$ cat src/rtl/gf180mcu_fd_sc_mcu9t5v0__nor3_bist_ctrl.sv
// Built-in self-test sequencer for a single NOR3 cell instance.
// Sweeps A1..A3 through all eight vectors, lets each settle, samples ZN,
// and accumulates a saturating mismatch count plus the first failing vector.
module gf180mcu_fd_sc_mcu9t5v0__nor3_bist_ctrl #(
    parameter int unsigned SETTLE_CYCLES = 2,
    parameter int unsigned ITERATIONS    = 1,
    parameter int unsigned CNT_W         = 4
) (
    input  logic             CLK,
    input  logic             RN,
    input  logic             START,
    input  logic             ABORT,
    output logic             A1,
    output logic             A2,
    output logic             A3,
    input  logic             ZN,
    output logic             BUSY,
    output logic             DONE,
    output logic             PASS,
    output logic [CNT_W-1:0] ERR_CNT,
    output logic             FAIL_VLD,
    output logic [2:0]       FAIL_VEC
);

    localparam int unsigned SET_W  = (SETTLE_CYCLES > 1) ? $clog2(SETTLE_CYCLES) : 1;
    localparam int unsigned ITER_W = (ITERATIONS > 1) ? $clog2(ITERATIONS) : 1;

    localparam logic [SET_W-1:0]  SET_RELOAD = SET_W'(SETTLE_CYCLES - 1);
    localparam logic [ITER_W-1:0] ITER_LAST  = ITER_W'(ITERATIONS - 1);
    localparam logic [CNT_W-1:0]  ERR_MAX    = '1;

    typedef enum logic [1:0] {
        IDLE   = 2'd0,
        SETTLE = 2'd1,
        SAMPLE = 2'd2,
        FIN    = 2'd3
    } state_t;

    state_t            state;
    logic [2:0]        vec;
    logic [SET_W-1:0]  settle_cnt;
    logic [ITER_W-1:0] iter_cnt;

    logic              mismatch;
    logic              last_vec;
    logic [CNT_W-1:0]  err_next;

    // Cell inputs come straight from the vector register.
    assign A1 = vec[0];
    assign A2 = vec[1];
    assign A3 = vec[2];

    // Sample evaluation: a NOR3 output is high only for the all-zero vector.
    always_comb begin
        mismatch = 1'b0;
        last_vec = 1'b0;
        err_next = ERR_CNT;
        mismatch = (ZN != (vec == 3'd0));
        last_vec = (vec == 3'd7) && (iter_cnt == ITER_LAST);
        if (mismatch && (ERR_CNT != ERR_MAX)) begin
            err_next = ERR_CNT + CNT_W'(1);
        end
    end

    // Sequencer: state, vector stepping, result capture and status outputs.
    always_ff @(posedge CLK or negedge RN) begin
        if (!RN) begin
            state      <= IDLE;
            vec        <= 3'd0;
            settle_cnt <= '0;
            iter_cnt   <= '0;
            BUSY       <= 1'b0;
            DONE       <= 1'b0;
            PASS       <= 1'b0;
            ERR_CNT    <= '0;
            FAIL_VLD   <= 1'b0;
            FAIL_VEC   <= 3'd0;
        end else begin
            DONE <= 1'b0;
            case (state)
                IDLE: begin
                    if (START && !ABORT) begin
                        vec        <= 3'd0;
                        settle_cnt <= SET_RELOAD;
                        iter_cnt   <= '0;
                        ERR_CNT    <= '0;
                        FAIL_VLD   <= 1'b0;
                        FAIL_VEC   <= 3'd0;
                        PASS       <= 1'b0;
                        BUSY       <= 1'b1;
                        state      <= SETTLE;
                    end
                end
                SETTLE: begin
                    if (ABORT) begin
                        vec   <= 3'd0;
                        BUSY  <= 1'b0;
                        PASS  <= 1'b0;
                        state <= IDLE;
                    end else if (settle_cnt == '0) begin
                        state <= SAMPLE;
                    end else begin
                        settle_cnt <= settle_cnt - SET_W'(1);
                    end
                end
                SAMPLE: begin
                    if (ABORT) begin
                        vec   <= 3'd0;
                        BUSY  <= 1'b0;
                        PASS  <= 1'b0;
                        state <= IDLE;
                    end else begin
                        ERR_CNT <= err_next;
                        if (mismatch && !FAIL_VLD) begin
                            FAIL_VEC <= vec;
                            FAIL_VLD <= 1'b1;
                        end
                        if (last_vec) begin
                            // FIN outputs are loaded on entry so they are visible during FIN.
                            vec   <= 3'd0;
                            DONE  <= 1'b1;
                            BUSY  <= 1'b0;
                            PASS  <= (err_next == '0);
                            state <= FIN;
                        end else begin
                            vec        <= vec + 3'd1;
                            settle_cnt <= SET_RELOAD;
                            if (vec == 3'd7) begin
                                iter_cnt <= iter_cnt + ITER_W'(1);
                            end
                            state <= SETTLE;
                        end
                    end
                end
                FIN: begin
                    state <= IDLE;
                end
                default: begin
                    state <= IDLE;
                end
            endcase
        end
    end

endmodule
$ cat config.mk
export PLATFORM = sky130hd
export DESIGN_NAME = gf180mcu_fd_sc_mcu9t5v0__nor3_bist_ctrl
export DESIGN_NICKNAME = d
export VERILOG_FILES = /design/src/rtl/gf180mcu_fd_sc_mcu9t5v0__nor3_bist_ctrl.sv
export SDC_FILE = /design/constraint.sdc
export NUM_CORES = 1
export LEC_CHECK = 0
export BUFFER_PORTS_ARGS = -buffer_cell sky130_fd_sc_hd__buf_2
export CELL_PAD_IN_SITES_DETAIL_PLACEMENT = 1
export CELL_PAD_IN_SITES_GLOBAL_PLACEMENT = 1
export CORE_UTILIZATION = 44
export CTS_CLUSTER_DIAMETER = 80
export DETAILED_ROUTE_END_ITERATION = 7
export HOLD_SLACK_MARGIN = 0.15
export PLACE_DENSITY_LB_ADDON = 0.1
export SYNTH_ARGS = -nofsm -noshare
export SYNTH_HDL_FRONTEND = slang
export SYNTH_SLANG_ARGS = --single-unit
$ cat constraint.sdc
create_clock -name CLK -period 2.9 [get_ports CLK]
set_input_delay 0.58 -clock CLK [delete_from_list [all_inputs] [get_ports CLK]]
set_output_delay 0.58 -clock CLK [all_outputs]
set_load 0.01 [all_outputs]
# Word level (Yosys, flattened, before mapping)
# Index checks and enable logic that the tools add are counted.
word_totals:
  ff_bits: 18
  ramBits: 0
  mem_bits_ro: 0
  latchBits: 0
  output_inout_bits: 14
  wordCells: 90
  in_bits: 5
  mem_count: 0
op_classes:
  reduce_logical: 18
  muxes: 42
  bitwise: 1
  multipliers: 0
  div_mod_pow: 0
  eq_ne: 15
  magnitude_cmp: 0
  shift: 0
  add_sub_neg: 4
ops:
  columns: ["operator", "n"]
  rows:
  - ["$mux W1", 19]
  - ["$mux W3", 6]
  - ["$ne A2 B2 Y1 const B", 7]
  - ["$mux W4", 3]
  - ["$mux W2", 5]
  - ["$reduce_and A5 Y1", 2]
  - ["$pmux W1 S3", 3]
  - ["$pmux W3 S3", 1]
  - ["$pmux W2 S4", 1]
  - ["$pmux W4 S2", 1]
  - ["$reduce_and A4 Y1", 2]
  - ["$ne A3 B3 Y1 const B", 2]
  - ["$pmux W3 S2", 1]
  - ["$reduce_and A3 Y1", 2]
  - ["$add A4 B1 Y4 const B", 1]
  - ["$eq A2 B2 Y1 const B", 2]
  - ["$logic_and A1 B1 Y1", 4]
  - ["$logic_not A4 Y1", 1]
  - ["$ne A4 B4 Y1 const B", 1]
  - ["$pmux W1 S2", 2]
  - ["$add A3 B1 Y3 const B", 1]
  - ["$eq A3 B3 Y1 const B", 1]
  - ["$logic_not A3 Y1", 1]
  - ["$reduce_bool A3 Y1", 1]
  - ["9 further kinds", 10]

# Logic depth before layout (Yosys ltp)
logic_depth:
  word_depth: 8
  depth_mapped: 7

# Worst setup path after synthesis
# No wires, ideal clock.
synth_timing:
  kind: "reg2reg"
  start: "register vec[0]"
  end: "register PASS"
  path_buffers: 0
  synth_period_minus_slack_ns: 1.909
  path_stages_with_launch: 8
  t_arrival_ns: 1.788
  path_slack_ns: 0.991
  required_ns: 2.778
  path_cell_list: "dfrtp_1 -> inv_1 -> ha_1 -> nor2b_2 -> xnor2_1 -> and2b_2 -> mux2i_1 -> a32o_1"
synth_between:
  elab_chain_cells: 8
synth_lines:
  columns: ["element", "line_no", "rtl"]
  rows:
  - ["start: declaration", "40", "logic [2:0] vec;"]
  - ["start signal: assignment", "126", "vec <= vec + 3'd1;"]
  - ["$logic_not A3 Y1", "58", "mismatch = (ZN != (vec == 3'd0));"]
  - ["$ne A1 B1 Y1", "58", null]
  - ["$logic_and A1 B1 Y1", "60", "if (mismatch && (ERR_CNT != ERR_MAX)) begin"]
  - ["$mux W4", "60", null]
  - ["$logic_not A4 Y1", "123", "PASS <= (err_next == '0);"]
  - ["$mux W1", "118", "if (last_vec) begin"]
  - ["$mux W1", "107", "if (ABORT) begin"]
  - ["$pmux W1 S3", "80", "case (state)"]
  - ["end signal: assignment", "123", null]
  - ["end: declaration", "19", "output logic PASS,"]
# Several ways; a longest one is shown, not always the timed one. The select of a mux whose other input is x is not followed.
# A chain may end at the register's enable or synchronous reset.

# Final worst setup path
layout_timing:
  start: "register state[0]"
  end: "register FAIL_VEC[0]"
layout_between:
  elab_chain_cells: 3
layout_lines:
  columns: ["element", "line_no", "rtl"]
  rows:
  - ["start: declaration", "39", "state_t state;"]
  - ["start signal: assignment", "68", "state <= IDLE;"]
  - ["start signal: assignment", "91", "state <= SETTLE;"]
  - ["start signal: assignment", "99", "state <= IDLE;"]
  - ["$eq A2 B2 Y1 / $logic_not A2 Y1 (equally long branches)", "80", null]
  - ["$ne A2 B2 Y1 (no line) / $reduce_bool A2 Y1 (equally long branches)", null, null]
  - ["$reduce_and A4 Y1 (no line)", null, null]
  - ["end signal: assignment", "115", "FAIL_VEC <= vec;"]
  - ["end: declaration", "22", "output logic [2:0] FAIL_VEC"]
# Several ways; a longest one is shown, not always the timed one.

==> impl_metrics.csv <==
group,metric,value,unit
run_status,status,"completed",
timing,slew_viol_final,0,
logic_synthesis,yosysSeqAreaShare,0.452,
logic_synthesis,yosys.area_share.simple,0.170,
clocking,ctsLongestPathBuffers,2,
timing,period_needed,2150,ps
timing,setup_violations,0,
clocking,cts_max_level,1,
placement,place_area,1120,sq um
timing,slew_headroom,0.655,
cells_and_area,nNetsFinal,139,
clocking,clkTransAtPathRegs,110,ps
power,power_density,713,nW/um^2
die,die_x,49.6,um
logic_synthesis,synth-compound-area-share,0.186,
worst_setup_path,cpPeakStageDelay,470,ps
timing,hold_violations,0,
clocking,tritoncts,"yes",
detailed_routing,first_pass_iters,3,
global_routing,use_met2,0.322,
detailed_routing,wire_per_inst,14.9,um
placement,hpwl,1730,um
flow_run,maxCapViolations,0,
logic_synthesis,muxShareOfSynthArea,0.0314,
clocking,hold_buffers,0,
logic_synthesis,synth_top_family_by_area,"compound AO/OA/AOI/OAI gates",
global_routing,grt_max_degree,19,
timing,tightest_slew,514,ps
logic_synthesis,syn-num-nets,116,
cells_and_area,num-fill-cells,254,
logic_synthesis,synth_cell_types,27,
clocking,insertion_delay,300,ps
worst_setup_path,crit_chain,"inv_1, ha_1, nor2b_1, o21ai_0, nor3_1, a22o_1",
detailed_routing,drcViolationCount,0,
die,start_util,0.488,
cells_and_area,n_antenna_cell,0,
logic_synthesis,syn_area_per_cell,9.76,sq um
die,die_area,2460,sq um
clocking,root_buffer,"clkbuf_4",
die,die_h,49.6,um
clocking,cts_buffers,3,
placement,portBuffers,18,
logic_synthesis,postSynthCellCount,102,
worst_setup_path,worst_path_max_delay_cell,"nor3_1",
logic_synthesis,synth_seq_cells,18,
global_routing,gr-total-overflow,0,
worst_setup_path,crit_family,"simple AND/OR/NAND/NOR gates",
cells_and_area,layout-drive-gt1-share,0.211,
timing,setup_tns,0,ps
clocking,cts_sinks,18,
global_routing,grt_pass1_vias,820,
global_routing,groute.usage.overall,0.216,
worst_setup_path,path_class,"flip-flop to flip-flop",
cells_and_area,area_growth,14.7,%
detailed_routing,routed_wl,2240,um
timing,fmax,465,MHz
detailed_routing,vias_per_cell,5.44,
logic_synthesis,yosysWarnings,0,
global_routing,grt_pass1_wl,3950,um
worst_setup_path,arrival,2380,ps
clocking,postCtsSetupRepairBufs,0,
cells_and_area,design_area,1140,sq um
detailed_routing,vias,816,
global_routing,grtUsageMet3,0.0340,
clocking,cts_resized,0,
die,num_rows,16,
placement,routabilityCongestion,0.826,
worst_setup_path,cp_max_fo,7,
logic_synthesis,synth_xor_xnor_area_share,0.0176,
power,p_leak,0.000591,uW
detailed_routing,drtIter0Drc,7,
logic_synthesis,synth_adder_area_share,0.113,
worst_setup_path,critPathBufInv,1,
detailed_routing,drt.antenna.violating_nets,0,
die,io_pins,19,
global_routing,grtUsageMet1,0.292,
power,ir_drop,0.000464,V
logic_synthesis,netlist_area,996,sq um
worst_setup_path,worstPathRequired,3130,ps
global_routing,busiest_layer,"met2",
worst_setup_path,worstSetupStartpointType,"flip-flop",
timing,post-route-period-util,0.742,
timing,skew,9.57,ps
timing,rsz0062_at_grt,"false",
worst_setup_path,cp-end-kind,"flip-flop",
global_routing,antenna_found_initial,0,
min_path,hold_path_class,"primary input to asynchronous set/reset pin",
die,core_area,2040,sq um
-- per-layer routing --
layer  vias up  wire length (um)
met4         0                82
li1        399                 -
met1       391              1080
met3         9                68
met5         -                 0
met2        17              1010
-- sequential cells by signal, summed over array words and instances (netlist names) --
signal	cells
FAIL_VLD	1
PASS	1
settle_cnt	1
vec	3
DONE	1
BUSY	1
FAIL_VEC	3
state	2
iter_cnt	1
ERR_CNT	4
-- where the power goes --
group	switching, uW	leakage, uW	internal, uW
Clock	78.3	0.0000138	48.4
Sequential	38.3	0.000244	294
Combinational	221	0.000334	134
-- stage by stage --
stage	total power (uW)	worst slack (ps)	hold slack (ps)	cells	utilization
6_report	815	750	198	150	0.559
3_5_place_dp	694	768	469	147	0.548
2_1_floorplan	581	991	284	102	-
4_1_cts	824	754	209	150	0.559
3_3_place_gp	681	855	461	147	0.548
5_1_grt	891	421	226	150	0.559
-- synthesized netlist by cell type, drive strengths merged --
cell type  instances  area (sq um)
ha                 9           113
o211ai             1          7.51
a21oi              3          15.0
a21boi             1          7.51
or4b               1          10.0
inv                8          30.0
a32o               1          10.0
a22oi              1          7.51
mux2i              2          20.0
and2b              1          8.76
dfrtp             18           450
a21o               1          7.51
nand2             11          41.3
o22ai              1          6.26
nor2               4          15.0
a211oi             1          12.5
o21ai             15          75.1
a22o               4          36.3
nand3              4          20.0
xnor2              2          17.5
mux2               1          11.3
nor2b              4          27.5
nand2b             4          25.0
and2               1          6.26
nor3               3          15.0
-- cells in the final DEF, fill, tap and decap left out, types with 2 or more instances in the layout --
master / synthesis / layout
a22o_1: 3 / 3
xnor2_1: 2 / 2
a21oi_1: 3 / 3
clkbuf_4: 0 / 3
mux2i_1: 2 / 2
inv_1: 8 / 8
ha_1: 9 / 9
buf_2: 0 / 18
o21ai_0: 15 / 15
nor2_1: 4 / 4
nand3_1: 4 / 4
nand2b_1: 4 / 4
nor2b_1: 3 / 3
dfrtp_1: 18 / 18
nor3_1: 3 / 3
nand2_1: 11 / 11
-- worst register-to-register path, delay by kind of cell, from the launching register on --
family | cells | cell delay [ps]
AND/OR/NAND/NOR | 2 | 750
buffers and inverters | 1 | 130
adder cells (fa/ha/maj) | 1 | 280
AO/OA/AOI/OAI | 2 | 510
flip-flops | 1 | 420
-- worst paths after layout --
kind / start / to / slack [ps] / cells after the start
setup / recovery: state[0] / FAIL_VEC[0] / 750 / 6
hold / removal: RN / vec[1] / 200 / 1
setup reg to reg: state[0] / FAIL_VEC[0] / 750 / 6
hold reg to reg: BUSY / BUSY / 490 / 2
max in group asynchronous: RN / ERR_CNT[2] / 2400 / 1
min in group CLK: BUSY / BUSY / 490 / 2
-- area by class of cell --
class / instances / area [sq um] / area share
multi-input cells: 76 / 515 / 0.451
flip-flops and latches: 18 / 450 / 0.394
repair buffers: 18 / 90.1 / 0.0789
well taps: 27 / 33.8 / 0.0296
inverters: 8 / 30.0 / 0.0263
clock buffers: 3 / 22.5 / 0.0197
-- cells by family after synthesis --
kind of cell    count (synthesis)
xor+xnor                        2
compound gates                 29
mux                             3
flops                          18
buf+inv                         8
fa+ha+maj                       9
simple gates                   33
No activity file was read; power rests on OpenSTA's default activity.
